`src/rtl/lock_pkg.sv`:
```
// rtl/lock_pkg.sv - shared lock state encoding and field widths
package lock_pkg;

    localparam int STATE_W = 3;
    localparam int DIGIT_W = 4;

    // Encoding is shared with the digit-entry stage, which compares against it.
    typedef enum logic [STATE_W-1:0] {
        S_OPEN    = 3'd0,
        S_LOCKED  = 3'd1,
        S_CHECK   = 3'd2,
        S_LOCKOUT = 3'd3
    } lock_state_t;

endpackage

```
`src/rtl/code_check_fsm_if.sv`:
```
// rtl/code_check_fsm_if.sv - lock controller signal bundle
// master: digit-entry side (drives button_confirm, digits)
// slave : lock controller (drives state, unlocked, alarm, busy, fail_count, entry_clear)
interface code_check_fsm_if #(
    parameter int DIGITS = 8
);
    import lock_pkg::*;

    logic                        button_confirm;
    logic [DIGIT_W*DIGITS-1:0]   digits;
    logic [STATE_W-1:0]          state;
    logic                        unlocked;
    logic                        alarm;
    logic                        busy;
    logic [3:0]                  fail_count;
    logic                        entry_clear;

    modport master (
        output button_confirm, digits,
        input  state, unlocked, alarm, busy, fail_count, entry_clear
    );

    modport slave (
        input  button_confirm, digits,
        output state, unlocked, alarm, busy, fail_count, entry_clear
    );

endinterface

```
`src/rtl/code_check_fsm_lockout_timer.sv`:
```
// rtl/code_check_fsm_lockout_timer.sv - one-shot lockout interval counter
// Ports: clk, rst (sync active-high), start (restart from 0), clear (stop),
//        done (high on the last cycle of the interval)
module lockout_timer #(
    parameter int LOCKOUT_CYCLES = 50_000_000
) (
    input  logic clk,
    input  logic rst,
    input  logic start,
    input  logic clear,
    output logic done
);

    localparam int               CNT_W = $clog2(LOCKOUT_CYCLES + 1);
    localparam logic [CNT_W-1:0] LAST  = CNT_W'(LOCKOUT_CYCLES - 1);

    logic [CNT_W-1:0] count_q;
    logic             running_q;

    // Count 0 is the first cycle after start, so the interval spans
    // exactly LOCKOUT_CYCLES cycles.
    assign done = running_q && (count_q == LAST);

    always_ff @(posedge clk) begin
        if (rst) begin
            count_q   <= '0;
            running_q <= 1'b0;
        end else if (start) begin
            count_q   <= '0;
            running_q <= 1'b1;
        end else if (clear || done) begin
            count_q   <= '0;
            running_q <= 1'b0;
        end else if (running_q) begin
            count_q   <= count_q + 1'b1;
        end
    end

endmodule

```
`src/rtl/code_check_fsm.sv`:
```
// rtl/code_check_fsm.sv - code store/compare lock controller with lockout
// Ports: clk, rst (sync active-high), bus (slave): button_confirm, digits in;
//        state, unlocked, alarm, busy, fail_count, entry_clear out
module code_check_fsm
    import lock_pkg::*;
#(
    parameter int DIGITS         = 8,
    parameter int MAX_FAILS      = 3,
    parameter int LOCKOUT_CYCLES = 50_000_000
) (
    input  logic              clk,
    input  logic              rst,
    code_check_fsm_if.slave   bus
);

    localparam int               CODE_W   = DIGITS * DIGIT_W;
    localparam int               IDX_W    = (DIGITS > 1) ? $clog2(DIGITS) : 1;
    localparam logic [IDX_W-1:0] LAST_IDX = IDX_W'(DIGITS - 1);
    localparam logic [3:0]       MAX_F    = 4'(MAX_FAILS);

    logic [STATE_W-1:0] state_q, state_d;
    logic [CODE_W-1:0]  code_q, snap_q;
    logic [IDX_W-1:0]   idx_q;
    logic               mismatch_q;
    logic [3:0]         fail_q;
    logic               entry_clear_q;
    logic               confirm_q;

    logic               confirm_evt;
    logic [DIGIT_W-1:0] snap_digit, code_digit;
    logic               check_last;
    logic               check_bad;
    logic [3:0]         fail_inc;
    logic               fail_limit;
    logic               timer_start;
    logic               timer_done;

    assign confirm_evt = bus.button_confirm & ~confirm_q;

    // One digit per cycle; the current digit's result is folded in so the
    // verdict is ready on the last compare cycle without an extra cycle.
    assign snap_digit  = snap_q[int'(idx_q)*DIGIT_W +: DIGIT_W];
    assign code_digit  = code_q[int'(idx_q)*DIGIT_W +: DIGIT_W];
    assign check_last  = (state_q == S_CHECK) && (idx_q == LAST_IDX);
    assign check_bad   = mismatch_q | (snap_digit != code_digit);
    assign fail_inc    = fail_q + 4'd1;
    assign fail_limit  = (fail_inc >= MAX_F);
    assign timer_start = check_last & check_bad & fail_limit;

    lockout_timer #(
        .LOCKOUT_CYCLES (LOCKOUT_CYCLES)
    ) u_timer (
        .clk   (clk),
        .rst   (rst),
        .start (timer_start),
        .clear (state_q != S_LOCKOUT),
        .done  (timer_done)
    );

    always_ff @(posedge clk) begin
        if (rst) begin
            state_q <= S_OPEN;
        end else begin
            state_q <= state_d;
        end
    end

    always_comb begin
        state_d = state_q;
        case (state_q)
            S_OPEN:    if (confirm_evt) state_d = S_LOCKED;
            S_LOCKED:  if (confirm_evt) state_d = S_CHECK;
            S_CHECK: begin
                if (check_last) begin
                    if (!check_bad)      state_d = S_OPEN;
                    else if (fail_limit) state_d = S_LOCKOUT;
                    else                 state_d = S_LOCKED;
                end
            end
            S_LOCKOUT: if (timer_done) state_d = S_LOCKED;
            default:   state_d = S_LOCKED;
        endcase
    end

    always_comb begin
        bus.state       = state_q;
        bus.unlocked    = (state_q == S_OPEN);
        bus.alarm       = (state_q == S_LOCKOUT);
        bus.busy        = (state_q == S_CHECK);
        bus.fail_count  = fail_q;
        bus.entry_clear = entry_clear_q;
    end

    // Datapath registers; entry_clear is registered so it lines up with the
    // first cycle of the state it accompanies.
    always_ff @(posedge clk) begin
        if (rst) begin
            code_q        <= '0;
            snap_q        <= '0;
            idx_q         <= '0;
            mismatch_q    <= 1'b0;
            fail_q        <= 4'd0;
            entry_clear_q <= 1'b0;
            confirm_q     <= 1'b0;
        end else begin
            confirm_q     <= bus.button_confirm;
            entry_clear_q <= 1'b0;
            case (state_q)
                S_OPEN: begin
                    if (confirm_evt) begin
                        code_q        <= bus.digits;
                        entry_clear_q <= 1'b1;
                    end
                end
                S_LOCKED: begin
                    if (confirm_evt) begin
                        snap_q     <= bus.digits;
                        idx_q      <= '0;
                        mismatch_q <= 1'b0;
                    end
                end
                S_CHECK: begin
                    mismatch_q <= check_bad;
                    idx_q      <= idx_q + 1'b1;
                    if (check_last) begin
                        idx_q         <= '0;
                        entry_clear_q <= 1'b1;
                        if (!check_bad)      fail_q <= 4'd0;
                        else if (fail_limit) fail_q <= MAX_F;
                        else                 fail_q <= fail_inc;
                    end
                end
                S_LOCKOUT: begin
                    if (timer_done) fail_q <= 4'd0;
                end
                default: ;
            endcase
        end
    end

endmodule

```
`src/flat_wrapper.sv`:
```
// flat-port wrapper written by rule: the top's interface ports become plain ports
module code_check_fsm_flat import lock_pkg::*;
#(
    parameter int DIGITS         = 8,
    parameter int MAX_FAILS      = 3,
    parameter int LOCKOUT_CYCLES = 50_000_000
)
  (clk, rst, bus_button_confirm, bus_digits, bus_state, bus_unlocked, bus_alarm, bus_busy, bus_fail_count, bus_entry_clear);
  code_check_fsm_if #(.DIGITS(DIGITS)) bus_i ();
  input  logic clk;
  input  logic rst;
  input wire logic [$bits(bus_i.button_confirm)-1:0] bus_button_confirm;
  input wire logic [$bits(bus_i.digits)-1:0] bus_digits;
  output wire logic [$bits(bus_i.state)-1:0] bus_state;
  output wire logic [$bits(bus_i.unlocked)-1:0] bus_unlocked;
  output wire logic [$bits(bus_i.alarm)-1:0] bus_alarm;
  output wire logic [$bits(bus_i.busy)-1:0] bus_busy;
  output wire logic [$bits(bus_i.fail_count)-1:0] bus_fail_count;
  output wire logic [$bits(bus_i.entry_clear)-1:0] bus_entry_clear;
  assign bus_i.button_confirm = bus_button_confirm;
  assign bus_i.digits = bus_digits;
  assign bus_state = bus_i.state;
  assign bus_unlocked = bus_i.unlocked;
  assign bus_alarm = bus_i.alarm;
  assign bus_busy = bus_i.busy;
  assign bus_fail_count = bus_i.fail_count;
  assign bus_entry_clear = bus_i.entry_clear;
  code_check_fsm #(.DIGITS(DIGITS), .MAX_FAILS(MAX_FAILS), .LOCKOUT_CYCLES(LOCKOUT_CYCLES)) u_core (.clk(clk), .rst(rst), .bus(bus_i));
endmodule
```
`config.mk`:
```
export PLATFORM = sky130hd
export DESIGN_NAME = code_check_fsm_flat
export DESIGN_NICKNAME = d
export VERILOG_FILES = /design/src/rtl/lock_pkg.sv /design/src/rtl/code_check_fsm_if.sv /design/src/rtl/code_check_fsm_lockout_timer.sv /design/src/rtl/code_check_fsm.sv /design/src/flat_wrapper.sv
export SDC_FILE = /design/constraint.sdc
export NUM_CORES = 1
export LEC_CHECK = 0
export CAP_MARGIN = 20
export CORE_MARGIN = 2
export CORE_UTILIZATION = 35
export CTS_CLUSTER_DIAMETER = 120
export DETAILED_ROUTE_END_ITERATION = 10
export DONT_BUFFER_PORTS = 1
export GPL_TIMING_DRIVEN = 0
export SYNTH_ARGS = -nofsm -noshare
export SYNTH_HDL_FRONTEND = slang
export SYNTH_SLANG_ARGS = --single-unit
```
`constraint.sdc`:
```
create_clock -name clk -period 3.75 [get_ports clk]
set_input_delay 0 -clock clk [delete_from_list [all_inputs] [get_ports clk]]
set_output_delay 0 -clock clk [all_outputs]
set_load 0.05 [all_outputs]
```
# After elaboration in Yosys (flattened, before gate mapping)
# Cells that the tools add are included.
[op_classes] n_addsub=3 multipliers=0 div=0 order_cmp=1 eq_ne=11 shift=2 n_mux=22 bitwise=5 n_reduce_logical=13
[op_table] op="32-bit by 6-bit variable part select with 4-bit output" count=2
[op_table] op="26-bit by 1-bit adder with 26-bit output (second input constant)" count=1
[op_table] op="26-bit equality test (second input constant)" count=1
[op_table] op="3-bit two-way mux" count=7
[op_table] op="4-bit two-way mux" count=4
[op_table] op="3-bit one-hot mux with 4 select lines" count=1
[op_table] op="2-bit by 1-bit inequality test with 1-bit output (second input constant)" count=4
[op_table] op="4-bit one-hot mux with 2 select lines" count=1
[op_table] op="3-bit by 2-bit equality test with 1-bit output (second input constant)" count=2
[op_table] op="3-bit one-hot mux with 2 select lines" count=1
[op_table] op="2-bit AND reduction" count=3
[op_table] op="2-bit nonzero test" count=3
[op_table] op="1-bit two-way mux" count=5
[op_table] op="4-bit by 1-bit adder with 4-bit output (second input constant)" count=1
[op_table] op="4-bit by 2-bit >= comparator with 1-bit output (second input constant)" count=1
[op_table] op="4-bit inequality test" count=1
[op_table] op="1-bit one-hot mux with 2 select lines" count=2
[op_table] op="4-bit AND reduction" count=1
[op_table] op="3-bit by 1-bit adder with 3-bit output (second input constant)" count=1
[op_table] op="1-bit AND" count=3
[op_table] op="3-bit by 1-bit equality test with 1-bit output (second input constant)" count=1
[op_table] op="3-bit equality test (second input constant)" count=1
[op_table] op="3-bit logical NOT" count=1
[op_table] op="3-bit by 2-bit inequality test with 1-bit output (second input constant)" count=1
[op_table] op="7 further kinds" count=8
[word_totals] reg_bits=104 latch_bits=0 mem_bits_rw=0 rom_bits=0 input_bits=35 mem_count=0

# Depth between registers and ports, before layout
# Gate-level depths: netlist of run 1.
[logic_depth] depth_word=6 mapped_depth=9 depth_no_buf=7

# By module
# From an unflattened synthesis of run 1, not the netlist that was laid out.
[unflattened] cells_unflattened=548 area_unflattened_um2=4695.8
[by_module_without_submodules] mod="code_check_fsm" n_inst=1 cells_per_inst=394 area_per_inst_um2=3369.5 seq_area_each_um2=1521.5
[by_module_without_submodules] mod="lockout_timer" n_inst=1 cells_per_inst=154 area_per_inst_um2=1326.3 seq_area_each_um2=540.5

# Least setup slack after synthesis of run 1
# Ideal clock, no wire load.
[synth_path] path_type="reg-to-reg" start="register u_core.idx_q[0]" end="register u_core.u_timer.count_q[0]" setup_ps=138 arrival_time_ps=2234 t_required_ps=3612 slack_ps=1378 stages_incl_launch_ff=10 n_path_buf=3 period_less_slack_ps=2372 path_cell_list="dfxtp_1 > buf_6 > buf_12 > mux4_1 > xor2_1 > nor3_1 > a31o_2 > a211oi_4 > buf_6 > nor3_2"
[synth_between] elab_chain_cells=6 word_cells_on_any_way=9
[synth_rtl] element="from (decl)" line_no="code_check_fsm.sv:23" source="logic [IDX_W-1:0] idx_q;"
[synth_rtl] element="from (signal assigned)" line_no="code_check_fsm.sv:124" source="idx_q <= idx_q + 1'b1;"
[synth_rtl] element="32-bit by 6-bit variable part select with 4-bit output (on tied branches)" line_no="code_check_fsm.sv:42, code_check_fsm.sv:43"
[synth_rtl] element="4-bit inequality test" line_no="code_check_fsm.sv:45" source="assign check_bad = mismatch_q | (snap_digit != code_digit);"
[synth_rtl] element="1-bit bitwise OR" line_no="code_check_fsm.sv:45"
[synth_rtl] element="1-bit AND (*) (2 in series)" line_no="code_check_fsm.sv:48" source="assign timer_start = check_last & check_bad & fail_limit;"
[synth_rtl] element="3-bit OR reduction (no source line) (*)"
[synth_rtl] element="to (signal assigned)" line_no="code_check_fsm_lockout_timer.sv:35" source="count_q <= count_q + 1'b1;"
[synth_rtl] element="to (decl)" line_no="code_check_fsm_lockout_timer.sv:17" source="logic [CNT_W-1:0] count_q;"
# Every way passes the cells marked *; elsewhere a longest branch is shown, timed or not.
# A chain may end at the register's enable or synchronous reset.

# Worst setup path in the final report of run 1
[layout_path] start="register u_core.state_q[0] (netlist: u_core.bus.state[0])" end="register u_core.u_timer.count_q[4]"
[layout_between] elab_chain_cells=5 word_cells_on_any_way=7
[layout_rtl] element="from (decl)" line_no="code_check_fsm.sv:21" source="logic [STATE_W-1:0] state_q, state_d;"
[layout_rtl] element="from (signal assigned)" line_no="code_check_fsm.sv:64" source="state_q <= state_d;"
[layout_rtl] element="3-bit by 2-bit equality test with 1-bit output" line_no="code_check_fsm.sv:44" source="assign check_last = (state_q == S_CHECK) && (idx_q == LAST_IDX);"
[layout_rtl] element="1-bit logical AND" line_no="code_check_fsm.sv:44"
[layout_rtl] element="1-bit AND (2 in series)" line_no="code_check_fsm.sv:48"
[layout_rtl] element="3-bit OR reduction (no source line) (*)"
# Marks and branches as above.

==> flow_metrics.py, run 1 <==
metrics = {
    "sta": {
        "skew_ns": 0.01129,
        "slew_headroom_pct": 44.12,
        "finalSetupViolCount": 0,
        "worst_slew_pin_slew_ns": 0.8274,
        "tns_ns": 0,
        "fin_crit_ns": 2.863,
        "slew_viol_final": 0,
        "fmax_mhz": 349.3,
        "rsz0062_at_grt": "false",
        "hold_viol_final": 0,
        "post-route-period-util_pct": 76.34,
    },
    "yosys": {
        "yosysSeqAreaShare_pct": 43.41,
        "synth_common_cells": "nand2_1 (148), dfxtp_1 (103), a21oi_1 (73)",
        "netlist_area_um2": 4750,
        "synth.most_common_cell": "nand2_1",
        "synth_area_leaders": "dfxtp_1 (43%), nand2_1 (12%), a21oi_1 (7.7%)",
        "yosysTopAreaCellShare_pct": 43.41,
        "syn-num-nets": 580,
        "ys_ff_latch": 103,
        "synthFlopType": "dfxtp_1",
        "synth.distinct_cells": 42,
        "avgSynthCellArea_um2": 8.861,
        "ys_async_sr_fraction_pct": 0,
        "synth_edf_count": 0,
        "synth_top_cell_by_area": "dfxtp_1",
        "ys.warnings.count": 0,
        "synthCells": 536,
    },
    "power": {
        "p_total_mw": 2.354,
        "power_density_nw_per_um2": 420.6,
        "p_leak_nw": 1.899,
        "ir_drop_v": 0.0002486,
    },
    "worst_setup_path": {
        "ff2ff_path_depth": 6,
        "regToRegSetupSlack_ns": 0.89,
        "r2r_end": "u_core.u_timer.count_q[4]",
        "crit_path_end_kind": "register",
        "cp.required_ns": 4.02,
        "crit-reg2reg-launch": "u_core.bus.state[0]",
        "start_kind": "register",
        "critPathKind": "reg2reg",
        "crit_arrival_ns": 3.13,
        "crit_fanout": 10,
    },
    "clocking": {
        "cts_setup_buffers": 0,
        "cts_resized": 0,
        "cts_tree": "built",
        "path_clk_slew_ns": 0.07,
        "h-tree-depth": 3,
        "clock-sinks": 103,
        "cts_buffer_depth": 2,
        "cts-buffers-inserted": 9,
        "insertion_delay_ns": 0.35,
        "clockRootBuffer": "clkbuf_16",
    },
    "grt": {
        "gr-total-overflow": 0,
        "grt_pass1_vias": 3798,
        "grt_pass1_wl_um": 19620,
        "grt_usage_pct": 17.30,
        "grt_max_degree": 19,
        "antenna_found_initial": 0,
    },
    "route": {
        "routed_wl_um": 11930,
        "drtIter0Drc": 270,
        "dr.pass1.iters": 5,
        "drc": 0,
        "vias_per_cell": 5.114,
        "drtAntennaViolNets": 0,
        "wl_per_cell_um": 15.66,
        "num_vias": 3897,
    },
    "layout": {
        "nNetsFinal": 625,
        "syn_to_final_growth_pct": 17.81,
        "drive_gt1_share_pct": 8.532,
        "stdcell_count": 762,
        "register_area_um2": 2062,
        "fillers": 1331,
        "multiInputGateArea_um2": 2479,
        "utilization_pct": 42.25,
        "fin_area_um2": 5595,
        "antenna-diode-count": 0,
    },
    "floorplan": {
        "num_io_pins": 46,
        "die-area_um2": 14520,
        "initial_core_util_pct": 35.87,
        "core_um2": 13240,
        "die_w_um": 120.5,
        "die_y_um": 120.5,
        "fp-row-count": 42,
    },
    "worst_hold_path": {
        "hold_path_class": "in2reg",
        "min_to": "u_core.code_q[11]",
        "whs_path_depth": 4,
        "worstHoldStart": "bus_button_confirm",
    },
    "placed_design": {
        "dp_hpwl_um": 8254,
        "dp.cells": 712,
        "io_buffers": 0,
        "gp_congestion": 0.8065,
        "dpl_cell_area_um2": 4970,
    },
    "run": {
        "max-cap-violations": 0,
    },
    "status": {
        "status": "finished clean",
    },
}
[how the worst max path moves through the flow]
| stage | startpoint | endpoint | slack, ns | depth (start not counted) |
|---|---|---|---|---|
| detailed placement | u_core.u_timer.running_q | u_core.u_timer.count_q[4] | 0.86 | 7 |
| global placement | u_core.u_timer.running_q | u_core.u_timer.count_q[9] | 0.95 | 7 |
| CTS | u_core.bus.state[0] | u_core.u_timer.count_q[4] | 0.86 | 6 |
| floorplan | u_core.idx_q[0] | u_core.u_timer.count_q[0] | 1.38 | 9 |
| global route | u_core.u_timer.count_q[7] | u_core.u_timer.count_q[4] | 0.63 | 7 |
| finish | u_core.bus.state[0] | u_core.u_timer.count_q[4] | 0.89 | 6 |
[where the power goes]
| group | leakage [nW] | total (mW) | internal [mW] | switching [mW] |
|---|---|---|---|---|
| clock | 0.128 | 0.895 | 0.460 | 0.435 |
| combinational | 0.934 | 0.279 | 0.101 | 0.178 |
| sequential | 0.836 | 1.18 | 1.14 | 0.0379 |
| total | 1.90 | 2.35 | 1.70 | 0.651 |
[metrics by stage]
stage	hold WS, ns	setup slack [ns]
after CTS	0.2020	0.8576
after global placement	0.1300	0.9491
after global routing	0.2913	0.6269
after floorplan	0.1282	1.378
final	0.2207	0.8871
after detailed placement	0.1419	0.8578
[area by class of cell]
| type | count | area share, % |
|---|---|---|
| buffer | 35 | 3.198 |
| clock buffer | 10 | 4.092 |
| clock inverter | 6 | 1.006 |
| inverter | 8 | 0.5367 |
| multi-input combinational | 390 | 44.30 |
| sequential | 103 | 36.85 |
| tap | 176 | 3.936 |
| timing repair buffer | 34 | 6.082 |
[state kept, by name (all words and copies together) (netlist names), 2 cells and up]
signal                  count
u_core.bus.state            2
u_core.code_q              32
u_core.bus.fail_count       4
u_core.u_timer.count_q     26
u_core.snap_q              32
u_core.idx_q                3
[kinds of logic after synthesis]
logic type / count (synthesis) / synth area share, %
simple gates: 240 / 24.05
flops: 103 / 43.41
compound gates: 88 / 10.38
buf+inv: 43 / 4.399
xor+xnor: 31 / 5.717
mux: 21 / 9.589
fa+ha+maj: 9 / 2.371
other cells: 1 / 0.07895
[layout by cell type, fill, tap and decap left out, types with 3 or more instances in the layout]
cell type and count:
o21ai_0 4, dfxtp_1 103, dlygate4sd3_1 34, mux4_2 4, inv_1 8, xnor2_1 13, and2_1 7, clkbuf_1 23
ha_1 9, nand3_1 14, and3_1 6, nor3_1 19, xor2_1 18, a21oi_1 73, nand4_1 5, buf_6 3
buf_1 4, mux2i_1 5, buf_2 4, nor3_2 20, clkinvlp_4 3, nor2_1 12, nand2_1 148, clkbuf_16 9
mux4_1 12
[per-layer routing]
metal	track usage, %	vias to the layer above	share of wire (%)
met5	0	-	0
met4	4.578	0	0.75
met3	3.962	7	5.3
met2	28.43	99	48
met1	22.94	1860	46
li1	-	1931	-
[worst max-delay path, cell delays in order (launching register included)]
cell,delay (ns)
dfxtp_1,0.75
ha_1,0.70
o41ai_1,0.33
nand2b_1,0.22
buf_1,0.19
clkbuf_1,0.35
nor3_2,0.24
[repair_timing]
action / CTS / global route
endpoints found under the hold margin: 68 / 0
setup endpoints to repair: 0 / 0
hold buffers: 34 / 0
Note: power is estimated with default switching activity, not from simulation.
==> run 2: changes to the inputs <==
==> constraint.sdc (replaced) <==
create_clock -name clk -period 2.9 [get_ports clk]
set_input_delay 0 -clock clk [delete_from_list [all_inputs] [get_ports clk]]
set_output_delay 0 -clock clk [all_outputs]
set_load 0.05 [all_outputs]
==> flow_metrics.py, run 2 (synthesis gave the netlist of run 1 again) <==
metrics = {
    "grt": {
        "grtUsageMet2_pct": 28.43,
        "busiest_layer": "met2",
        "grt_use_met1_pct": 22.94,
        "grt_use_met3_pct": 3.962,
        "gr-total-overflow": 0,
        "grt_pass1_vias": 3798,
        "grt_usage_pct": 17.30,
        "grt_max_degree": 19,
        "grt_pass1_wl_um": 19620,
        "antenna_found_initial": 0,
    },
    "sta": {
        "rsz0062_at_grt": "false",
        "slew_viol_final": 0,
        "fin_crit_ns": 2.714,
        "hold_slack_ns": 0.2232,
        "finalSetupViolCount": 0,
        "fmax_mhz": 368.4,
        "slew_headroom_pct": 44.19,
        "post-route-period-util_pct": 93.60,
        "tns_ns": 0,
        "worst_slew_pin_slew_ns": 0.8263,
        "setup_slack_ns": 0.1857,
        "hold_viol_final": 0,
        "skew_ns": 0.01024,
    },
    "power": {
        "netSwitchingPower_uw": 841.9,
        "switching_share_pct": 27.66,
        "p_total_mw": 3.044,
        "seq_power_share_pct": 50.1,
        "ir_drop_v": 0.0003175,
        "p_int_mw": 2.202,
        "power_density_nw_per_um2": 541.4,
        "p_comb_share_pct": 11.8,
        "pwr-share-clk_pct": 38.1,
        "p_leak_nw": 1.915,
    },
    "clocking": {
        "h-tree-depth": 3,
        "cts_buffer_depth": 2,
        "clockRootBuffer": "clkbuf_16",
        "cts_tree": "built",
        "insertion_delay_ns": 0.35,
        "cts-buffers-inserted": 9,
        "clock-sinks": 103,
        "path_clk_slew_ns": 0.07,
    },
    "worst_setup_path": {
        "max_stage_delay_ns": 0.43,
        "r2r_end": "u_core.u_timer.count_q[10]",
        "crit_fanout": 10,
        "crit_path_end_kind": "register",
        "crit-reg2reg-launch": "u_core.idx_q[1]",
        "cpMostUsedCell": "buf_2",
        "crit_arrival_ns": 2.98,
        "cp.required_ns": 3.17,
        "start_kind": "register",
        "ff2ff_path_depth": 10,
        "cp-startpoint": "u_core.idx_q[1]",
        "regToRegSetupSlack_ns": 0.19,
        "critPathKind": "reg2reg",
        "slowest_stage": "nor3_1",
        "worstPathCellList": "buf_2 -> buf_2 -> mux4_2 -> mux2i_1 -> xor2_1 -> nor3_1 -> a211oi_4 -> buf_4 -> buf_6 -> nor3_2",
    },
    "status": {
        "status": "finished clean",
    },
    "placed_design": {
        "dp_hpwl_um": 8254,
        "dp.cells": 712,
        "io_buffers": 0,
        "gp_congestion": 0.8065,
        "pre_cts_ws_ns": 0.007792,
    },
    "layout": {
        "antenna-diode-count": 0,
        "mostFrequentLayoutCell": "nand2_1",
        "drive_gt1_share_pct": 9.338,
        "reg_top3": "u_core.code_q x32, u_core.snap_q x32, u_core.u_timer.count_q x26",
        "nNetsFinal": 628,
        "syn_to_final_growth_pct": 18.36,
        "layout_common_cells": "nand2_1 (148), dfxtp_1 (103), a21oi_1 (73)",
        "stdcell_count": 765,
    },
    "route": {
        "routed_wl_um": 11840,
        "vias_per_cell": 5.038,
        "drc": 0,
        "num_vias": 3854,
        "dr.pass1.iters": 4,
        "drtAntennaViolNets": 0,
        "drtIter0Drc": 246,
        "wl_per_cell_um": 15.47,
    },
    "floorplan": {
        "num_io_pins": 46,
        "die_y_um": 120.5,
        "die-area_um2": 14520,
        "core_um2": 13240,
        "die_w_um": 120.5,
        "fp-row-count": 42,
        "initial_core_util_pct": 35.87,
    },
    "run": {
        "max-cap-violations": 0,
    },
    "worst_hold_path": {
        "worstHoldStart": "bus_button_confirm",
        "whs_path_depth": 4,
        "hold_path_class": "in2reg",
        "min_to": "u_core.code_q[13]",
    },
}
[run 2: cell types whose count changed in the layout (fill, tap and decap cells not counted)]
cell,before,now
ha_2,0,1
ha_1,9,8
buf_4,1,4
clkbuf_2,0,1
clkbuf_1,23,22
[run 2: critical path, delay by kind of cell, from the launching register on]
kind                      cells  cell delay, ns
buffers and inverters         4            0.88
and+or+nand+nor               2            0.61
AOI/OAI and AO/OA             1            0.10
muxes                         2            0.56
DFF                           1            0.33
xor gates and xnor gates      1            0.13
[run 2: power by group through the flow]
stage	Sequential [mW]	Combinational, mW	Clock [mW]
finish	1.52	0.359	1.16
global route	1.53	0.401	1.24
CTS	1.52	0.360	1.19
detailed placement	1.56	0.313	0
global placement	1.55	0.305	0
floorplan	1.54	0.232	0
[run 2: timing repair]
action,in CTS,in global routing
hold endpoints to repair,68,0
resized for setup,0,3
hold buffers,34,0
setup endpoints to repair,0,20
setup buffers,0,3
[run 2: how the worst max path moves through the flow]
| stage | endpoint | slack (ns) | cells after the start |
|---|---|---|---|
| floorplan | u_core.u_timer.count_q[0] | 0.53 | 9 |
| global placement | u_core.u_timer.count_q[9] | 0.1 | 7 |
| detailed placement | u_core.u_timer.count_q[4] | 0.008 | 7 |
| CTS | u_core.u_timer.count_q[4] | 0.008 | 6 |
| global route | u_core.u_timer.count_q[4] | 0.02 | 10 |
| finish | u_core.u_timer.count_q[10] | 0.19 | 10 |
[run 2: cell type report]
class	count	area, um2
clock inverter	6	56.30
timing repair buffer	37	362.8
multi-input combinational	390	2481
sequential	103	2062
fill	1328	7621
inverter	8	30.03
buffer	35	180.2
tap	176	220.2
clock buffer	10	229.0
[run 2: per-stage QoR]
stage                     utilization [%]  cell area, um2
after floorplan                         -            4750
after global placement              37.53            4970
after detailed placement            37.53            4970
after CTS                           42.25            5595
after global routing                42.45            5622
final                               42.45            5622
[run 2: layer usage]
layer / part of all wire (%) / vias up / routed length [um]
met4: 1.2 / 0 / 140
met3: 5.7 / 12 / 674
li1: - / 1935 / -
met5: 0 / - / 0
met1: 45 / 1815 / 5326
met2: 48 / 92 / 5696
==> run 3: changes to the inputs <==
--- a/config.mk
+++ b/config.mk
@@ -6,7 +6,6 @@
 export NUM_CORES = 1
 export LEC_CHECK = 0
 export CAP_MARGIN = 20
-export CORE_MARGIN = 2
 export CORE_UTILIZATION = 35
 export CTS_CLUSTER_DIAMETER = 120
 export DETAILED_ROUTE_END_ITERATION = 10
==> constraint.sdc (replaced) <==
create_clock -name clk -period 2.9 [get_ports clk]
set_input_delay 0 -clock clk [delete_from_list [all_inputs] [get_ports clk]]
set_output_delay 0 -clock clk [all_outputs]
set_load 0.1 [all_outputs]
==> flow_metrics.py, run 3 (synthesis gave the netlist of run 1 again) <==
metrics = {
    "worst_setup_path": {
        "start_kind": "register",
        "crit_arrival_ns": 2.96,
        "cp-startpoint": "u_core.bus.fail_count[0]",
        "cp.required_ns": 3.17,
        "cp_num_cells": 9,
        "crit_path_end_kind": "register",
        "critPathKind": "reg2reg",
        "crit_fanout": 10,
        "worstPathCellList": "ha_1 -> and2_1 -> a21oi_1 -> a2bb2oi_1 -> nor2_1 -> a211oi_4 -> buf_4 -> buf_6 -> nor3_2",
        "endpoint": "u_core.u_timer.count_q[6]",
        "ff2ff_path_depth": 9,
        "slowest_stage": "dfxtp_1",
        "path_buf_inv": 2,
        "max_stage_delay_ns": 1.06,
        "cp_top_family": "flip-flops",
        "regToRegSetupSlack_ns": 0.21,
        "r2r_end": "u_core.u_timer.count_q[6]",
        "crit-reg2reg-launch": "u_core.bus.fail_count[0]",
    },
    "sta": {
        "rsz0062_at_grt": "true",
        "fmax_mhz": 372.2,
        "hold_viol_final": 0,
        "finalSetupViolCount": 0,
        "slew_viol_final": 0,
        "slew_headroom_pct": 26.06,
        "fin_crit_ns": 2.687,
        "post-route-period-util_pct": 92.64,
        "skew_ns": 0.01050,
        "worst_slew_pin_slew_ns": 1.108,
        "hold_slack_ns": 0.2259,
    },
    "clocking": {
        "cts-buffers-inserted": 9,
        "cts_buffer_depth": 2,
        "path_clk_slew_ns": 0.07,
        "clock-sinks": 103,
        "cts_tree": "built",
        "insertion_delay_ns": 0.35,
        "clockRootBuffer": "clkbuf_16",
        "h-tree-depth": 3,
    },
    "floorplan": {
        "num_io_pins": 46,
        "fp-row-count": 42,
        "initial_core_util_pct": 35.87,
        "die-area_um2": 14040,
        "die_w_um": 118.5,
        "core_um2": 13240,
        "die_y_um": 118.5,
    },
    "layout": {
        "utilization_pct": 42.74,
        "antenna-diode-count": 0,
        "nNetsFinal": 627,
        "fillers": 1338,
        "fin_area_um2": 5660,
        "mostFrequentLayoutCell": "nand2_1",
        "reg_top3": "u_core.code_q x32, u_core.snap_q x32, u_core.u_timer.count_q x26",
        "drive_gt1_share_pct": 10.20,
        "layout_common_cells": "nand2_1 (148), dfxtp_1 (101), a21oi_1 (73)",
        "syn_to_final_growth_pct": 19.18,
    },
    "route": {
        "routed_wl_um": 11830,
        "dr.pass1.iters": 5,
        "vias_per_cell": 5.086,
        "drc": 0,
        "wl_per_cell_um": 15.49,
        "num_vias": 3886,
        "drtIter0Drc": 262,
        "drtAntennaViolNets": 0,
    },
    "power": {
        "seq_power_share_pct": 49.3,
        "pwr-share-clk_pct": 38.5,
        "p_comb_share_pct": 12.2,
        "ir_drop_v": 0.0003179,
        "p_leak_nw": 1.925,
        "p_int_mw": 2.255,
        "netSwitchingPower_uw": 874.2,
        "power_density_nw_per_um2": 552.8,
        "switching_share_pct": 27.94,
    },
    "grt": {
        "grt_pass1_vias": 3774,
        "grt_max_degree": 19,
        "grt_usage_pct": 17.65,
        "gr-total-overflow": 0,
        "grt_pass1_wl_um": 19200,
        "antenna_found_initial": 0,
    },
    "placed_design": {
        "dpl_cell_area_um2": 4975,
        "gp_congestion": 0.7993,
        "io_buffers": 0,
        "dp_hpwl_um": 8120,
    },
    "worst_hold_path": {
        "whs_path_depth": 4,
        "hold_path_class": "in2reg",
    },
    "status": {
        "status": "finished clean",
    },
    "run": {
        "max-cap-violations": 0,
    },
}
==> run 3: cell count changes in the layout (fill, tap and decap cells not counted), sizes merged <==
| cell | before | now |
|---|---|---|
| buf | 16 | 15 |
| inv | 9 | 10 |
| clkinvlp | 3 | 1 |
| clkbuf | 32 | 33 |
==> run 3: tightest hold or removal path, delay by kind of cell <==
family	cells	cell delay, ns
compound gates	1	0.12
simple gates	3	0.42
==> run 3: stage by stage <==
step / setup TNS, ns / instances / total power [mW] / setup slack, ns
2_1_floorplan: 0 / 536 / 1.810 / 0.08807
3_3_place_gp: -9.972 / 712 / 1.893 / -0.2872
3_5_place_dp: -12.00 / 712 / 1.902 / -0.3362
4_1_cts: 0 / 762 / 3.149 / 0.001928
5_1_grt: -0.002106 / 764 / 3.260 / -0.002106
6_report: 0 / 764 / 3.129 / 0.2135
==> run 3: layout make-up <==
type / instances / area [um2] / share of cell area [%]
Buffer: 35 / 178.9 / 3.161
Clock buffer: 11 / 252.7 / 4.465
Clock inverter: 5 / 50.05 / 0.8842
Inverter: 8 / 30.03 / 0.5305
Multi-Input combinational cell: 390 / 2509 / 44.32
Sequential cell: 103 / 2064 / 36.47
Tap cell: 176 / 220.2 / 3.890
Timing Repair Buffer: 36 / 355.3 / 6.278
==> run 3: metal layers <==
layer	track usage, %	vias to the layer above	part of all wire (%)
met3	3.813	10	4.4
met4	4.747	0	0.89
met1	22.57	1857	45
met5	0	-	0
li1	-	1943	-
met2	30.00	76	49
==> run 3: what timing repair did <==
action / CTS / global route
hold buffers: 34 / 0
gates resized for setup: 2 / 4
gates cloned: 0 / 0
endpoints found under the setup margin: 58 / 50
pin swaps: 0 / 1
setup buffers: 0 / 2
endpoints found under the hold margin: 68 / 0
==> run 3: how the worst min path moves through the flow <==
| stage | start | end | slack, ns |
|---|---|---|---|
| 2_1_floorplan | bus_button_confirm | u_core.confirm_q | 0.13 |
| 5_1_grt | bus_button_confirm | u_core.code_q[11] | 0.28 |
| 3_3_place_gp | bus_button_confirm | u_core.confirm_q | 0.13 |
| 3_5_place_dp | bus_button_confirm | u_core.confirm_q | 0.14 |
| 4_1_cts | bus_button_confirm | u_core.code_q[12] | 0.21 |
| 6_report | bus_button_confirm | u_core.code_q[12] | 0.23 |
==> run 3: power groups by stage <==
stage,Combinational [mW],Clock [mW],Sequential [mW]
after floorplan,0.250,0,1.56
after detailed placement,0.328,0,1.57
after global routing,0.417,1.29,1.55
after CTS,0.374,1.23,1.54
final,0.380,1.21,1.54
after global placement,0.322,0,1.57
